<file path="config.mk">
export PLATFORM = sky130hd
export DESIGN_NAME = alu_op_sequencer
export DESIGN_NICKNAME = d
export VERILOG_FILES = /design/src/rtl/alu_op_sequencer.sv
export SDC_FILE = /design/constraint.sdc
export NUM_CORES = 1
export LEC_CHECK = 0
export CORE_MARGIN = 4
export CORE_UTILIZATION = 62
export DETAILED_ROUTE_END_ITERATION = 12
export DONT_BUFFER_PORTS = 1
export GPL_TIMING_DRIVEN = 0
export PLACE_DENSITY = 0.75
export SYNTH_ARGS = -nofsm -noshare
export SYNTH_HDL_FRONTEND = slang
export SYNTH_SLANG_ARGS = --single-unit
</file>
<file path="constraint.sdc">
create_clock -name i_clk -period 4.6 [get_ports i_clk]
set_input_delay 0.92 -clock i_clk [delete_from_list [all_inputs] [get_ports i_clk]]
set_output_delay 0.92 -clock i_clk [all_outputs]
set_load 0.05 [all_outputs]
</file>
<file path="src/rtl/alu_op_sequencer.sv">
// Initiator for the combinational 32-bit ALU: buffers tagged commands in a FIFO, drives registered
// operands for one cycle, captures result and flags, and returns a tagged response.
module alu_op_sequencer #(
    parameter int unsigned WIDTH = 32,
    parameter int unsigned DEPTH = 4,
    parameter int unsigned TAG_W = 4
) (
    input  logic             i_clk,
    input  logic             i_rst,
    input  logic             i_cmd_valid,
    output logic             o_cmd_ready,
    input  logic [2:0]       i_cmd_op,
    input  logic [WIDTH-1:0] i_cmd_a,
    input  logic [WIDTH-1:0] i_cmd_b,
    input  logic [TAG_W-1:0] i_cmd_tag,
    output logic [WIDTH-1:0] o_alu_inp1,
    output logic [WIDTH-1:0] o_alu_inp2,
    output logic [2:0]       o_alu_sel,
    input  logic [WIDTH-1:0] i_alu_outp,
    input  logic             i_alu_overflow,
    output logic             o_rsp_valid,
    input  logic             i_rsp_ready,
    output logic [WIDTH-1:0] o_rsp_data,
    output logic [TAG_W-1:0] o_rsp_tag,
    output logic             o_rsp_zero,
    output logic             o_rsp_ovf,
    output logic             o_busy
);

    localparam int unsigned PtrW = $clog2(DEPTH);
    localparam int unsigned CntW = PtrW + 1;
    localparam int unsigned EntW = 3 + 2 * WIDTH + TAG_W;
    localparam logic [2:0]  SelAdd = 3'b101;

    typedef enum logic [1:0] {StIdle, StDrive, StResp} state_e;

    state_e            r_state;
    state_e            w_state_next;
    logic [EntW-1:0]   r_fifo_mem [DEPTH];
    logic [PtrW-1:0]   r_wptr;
    logic [PtrW-1:0]   r_rptr;
    logic [CntW-1:0]   r_count;
    logic [WIDTH-1:0]  r_alu_inp1;
    logic [WIDTH-1:0]  r_alu_inp2;
    logic [2:0]        r_alu_sel;
    logic [TAG_W-1:0]  r_tag;
    logic [WIDTH-1:0]  r_rsp_data;
    logic [TAG_W-1:0]  r_rsp_tag;
    logic              r_rsp_zero;
    logic              r_rsp_ovf;

    logic              w_full;
    logic              w_empty;
    logic              w_push;
    logic              w_pop;
    logic [EntW-1:0]   w_head;

    assign w_full  = (r_count == CntW'(DEPTH));
    assign w_empty = (r_count == '0);
    // Readiness comes only from the registered count, so a same-cycle pop never admits a push.
    assign o_cmd_ready = !w_full && !i_rst;
    assign w_push  = i_cmd_valid && o_cmd_ready;
    assign w_pop   = !w_empty && ((r_state == StIdle) || ((r_state == StResp) && i_rsp_ready));
    assign w_head  = r_fifo_mem[r_rptr];

    always_ff @(posedge i_clk) begin
        if (w_push) begin
            r_fifo_mem[r_wptr] <= {i_cmd_op, i_cmd_a, i_cmd_b, i_cmd_tag};
        end
    end

    always_ff @(posedge i_clk) begin
        if (i_rst) begin
            r_state <= StIdle;
        end else begin
            r_state <= w_state_next;
        end
    end

    always_comb begin
        w_state_next = r_state;
        unique case (r_state)
            StIdle:  if (!w_empty) w_state_next = StDrive;
            StDrive: w_state_next = StResp;
            StResp:  if (i_rsp_ready) w_state_next = w_empty ? StIdle : StDrive;
            default: w_state_next = StIdle;
        endcase
    end

    always_comb begin
        o_rsp_valid = (r_state == StResp);
        o_busy      = (r_state != StIdle) || !w_empty;
    end

    always_ff @(posedge i_clk) begin
        if (i_rst) begin
            r_wptr     <= '0;
            r_rptr     <= '0;
            r_count    <= '0;
            r_alu_inp1 <= '0;
            r_alu_inp2 <= '0;
            r_alu_sel  <= '0;
            r_tag      <= '0;
            r_rsp_data <= '0;
            r_rsp_tag  <= '0;
            r_rsp_zero <= 1'b0;
            r_rsp_ovf  <= 1'b0;
        end else begin
            if (w_push) begin
                r_wptr <= r_wptr + PtrW'(1);
            end
            if (w_pop) begin
                r_rptr <= r_rptr + PtrW'(1);
                {r_alu_sel, r_alu_inp1, r_alu_inp2, r_tag} <= w_head;
            end
            r_count <= r_count + CntW'(w_push) - CntW'(w_pop);
            if (r_state == StDrive) begin
                r_rsp_data <= i_alu_outp;
                r_rsp_zero <= (i_alu_outp == '0);
                // Only ADD produces a meaningful overflow indication.
                r_rsp_ovf  <= (r_alu_sel == SelAdd) && i_alu_overflow;
                r_rsp_tag  <= r_tag;
            end
        end
    end

    assign o_alu_inp1 = r_alu_inp1;
    assign o_alu_inp2 = r_alu_inp2;
    assign o_alu_sel  = r_alu_sel;
    assign o_rsp_data = r_rsp_data;
    assign o_rsp_tag  = r_rsp_tag;
    assign o_rsp_zero = r_rsp_zero;
    assign o_rsp_ovf  = r_rsp_ovf;

endmodule

</file>
==> out/metrics.yaml <==
yosys:
  synth.largest_area_cell: "edfxtp_1"
  syn-cell-area_um2: 14500
  synth_top_family_by_area: "multiplexers"
  synth_mux_area_share_pct: 11.0
  netlist_top_cells_area: "edfxtp_1 59%, dfxtp_1 16%, mux4_2 11%"
  synth.avg_cell_area_um2: 15.9
  yosysWarnings: 0
  seq_area_frac_synth_pct: 75.1
  yosysTopAreaCellShare_pct: 58.8
  synthXorXnorAreaFrac_pct: 0.242
  synth_fa_ha_area_share_pct: 0.656
  synthSimpleGateAreaFrac_pct: 6.97
  synth_cell_types: 29
  syn_nets: 1026
  ys_ff_latch: 402
  synthCells: 911
  synth_compound_area_share_pct: 4.06
critical_path:
  cp-start-kind: "input port"
  worstPathArrival_ns: 2.48
  end_kind: "primary output"
  reg2reg_to: "r_count[2]"
  reg2reg_slack_ns: 1.79
  critPathMaxFanout: 10
  r2r-start: "r_count[1]"
  worstSetupPathType: "input port to primary output"
  required_ns: 3.68
  reg2regPathDepth: 12
layout:
  diodes: 0
  final_cell_mix: "284 x edfxtp_1, 216 x nand2_1, 118 x dfxtp_1"
  fin_util_pct: 71.3
  fin_nets: 1072
  fin_area_um2: 16300
  fin_cells: 1300
  drive_gt1_share_pct: 16.8
  layout_commonest_cell: "edfxtp_1"
  area_delta_synth_final_pct: 12.4
sta:
  finalSetupTns_ns: 0
  max_freq_mhz: 294
  relSlewSlack_pct: 27.0
  finalCritPeriodShare_pct: 73.8
  finalHoldViolations: 0
  slew_violations: 0
  fin_skew_ns: 0.0117
  tightest_slew_ns: 1.10
  final-setup-viol-count: 0
  rsz0062_at_grt: "no"
  period_needed_ns: 3.40
hold_path:
  hold_depth: 2
  min_path_type: "flip-flop to flip-flop"
  hold_start: "r_tag[3]"
  hold_end: "o_rsp_tag[3]"
power_and_ir_drop:
  p_sw_mw: 3.80
  powerDensity_nw_per_um2: 665
  p_clk_share_pct: 29.2
  comb_power_share_pct: 18.5
  leakage_nw: 5.33
  irDropWorstVdd_uv: 502
  p_seq_share_pct: 52.3
  netSwitchingFraction_pct: 35.1
  p_int_mw: 7.04
routing:
  wirelength_um: 29900
  firstDrtPassIters: 5
  post-route-drc-count: 0
  drt_iter0_drc: 444
  antenna_left: 0
  viasPerCell: 5.89
  wl_per_cell_um: 23.0
  vias: 7652
die:
  dieArea_um2: 25900
  ios: 216
  die_y_um: 161
  start_util_pct: 63.4
  die_x_um: 161
  rows: 55
  core_area_um2: 22800
placed_design:
  place_congestion: 0.741
  dp_hpwl_um: 19300
  dpl-instance-area_um2: 15000
  place_inst: 1228
  port_buffers: 0
clocking:
  postCtsSetupBuffers: 0
  cts_tree: "built"
  post_cts_resized: 0
  insertion_delay_ns: 0.52
  cts_sinks: 402
  htree_levels: 2
  cts_root_buf: "clkbuf_16"
  cts_hold_buf: 0
  cts_buffer_depth: 3
  clk_pin_slew_ns: 0.06
  cts_buffers: 40
global_routing:
  grt_first_pass_wirelength_um: 46000
  grt_remaining_overflow: 0
  grt_pass1_vias: 8041
  grt_start_max_net_pins: 52
  antenna_found_initial: 0
  grt_usage_pct: 23.3
outcome:
  status: "finished, final reports clean"
run:
  max_cap_violations: 0
==> per-layer routing <==
metal	part of all wire, %	wire [um]	GRT usage (%)
met4	2.1	621	6.36
met3	9.5	2850	8.08
met1	37	11100	27.9
met2	51	15300	40.5
met5	0	0	0
==> flip-flops by register name, indices dropped and copies added (netlist names) <==
name / count
r_state: 2
r_count: 3
r_tag: 4
o_rsp_tag: 4
r_wptr: 2
o_rsp_zero: 1
r_fifo_mem: 284
o_alu_sel: 3
o_alu_inp1: 32
r_rptr: 2
o_rsp_data: 32
o_alu_inp2: 32
o_rsp_ovf: 1
==> power groups by stage <==
stage / logic (mW) / clock network, mW / registers [mW]
floorplan: 1.54 / 0 / 5.62
global placement: 1.95 / 0 / 5.75
detailed placement: 2.01 / 0 / 5.75
CTS: 2.03 / 3.21 / 5.68
global route: 2.22 / 3.37 / 5.72
finish: 2.00 / 3.16 / 5.67
==> Yosys cell counts <==
master and count:
edfxtp_1 284, nand2_1 216, dfxtp_1 118, a21oi_1 111, mux4_2 71, clkbuf_1 24
buf_2 17, nor2_1 10, buf_4 8, inv_1 7, nor4_1 7, ha_1 6
and2_1 4, nor2b_1 4, buf_1 3, xnor2_1 3, nand2b_1 2, nand3_1 2
nor3_1 2, o31ai_1 2, or3_1 2, a211oi_2 1, fa_1 1, inv_2 1
nand3b_1 1, nand4_1 1, nand4b_1 1, o21ai_0 1, xor2_1 1
==> through the flow <==
step / worst slack, ns / hold WS [ns] / power (mW)
floorplan: 1.11 / 0.432 / 7.16
global placement: -0.320 / 0.437 / 7.70
detailed placement: 1.23 / 0.451 / 7.77
CTS: 1.21 / 0.459 / 10.9
global route: 1.16 / 0.474 / 11.3
finish: 1.20 / 0.459 / 10.8
==> critical path, stage by stage <==
cell,delay [ns]
clkbuf_1,0.33
clkbuf_1,0.33
a21oi_1,0.90
==> area by class of cell <==
| class | count | area (um2) |
|---|---|---|
| Multi-Input combinational cell | 449 | 3340 |
| Tap cell | 313 | 392 |
| Buffer | 52 | 246 |
| Timing Repair Buffer | 4 | 110 |
| Clock buffer | 57 | 1170 |
| Clock inverter | 15 | 125 |
| Fill cell | 1468 | 6550 |
| Sequential cell | 402 | 10900 |
| Inverter | 8 | 30.0 |
==> how the worst max path moves through the flow <==
stage,start,slack (ns),to
6_report,i_rst,1.20,o_cmd_ready
2_1_floorplan,i_cmd_valid,1.11,r_fifo_mem[0][0]
3_5_place_dp,i_rst,1.23,o_cmd_ready
5_1_grt,i_rst,1.16,o_cmd_ready
3_3_place_gp,i_cmd_valid,-0.32,r_fifo_mem[1][49]
4_1_cts,i_rst,1.21,o_cmd_ready
==> kinds of logic (layout without fill, tap and decap cells) <==
logic type / count (synthesis) / after routing
flip-flops: 402 / 402
AND/OR/NAND/NOR: 252 / 252
AO/OA/AOI/OAI: 115 / 115
multiplexers: 71 / 71
buffers and inverters: 60 / 136
adder cells (fa/ha/maj): 7 / 7
XOR/XNOR: 4 / 4
Power figures use the tool's default switching activity.
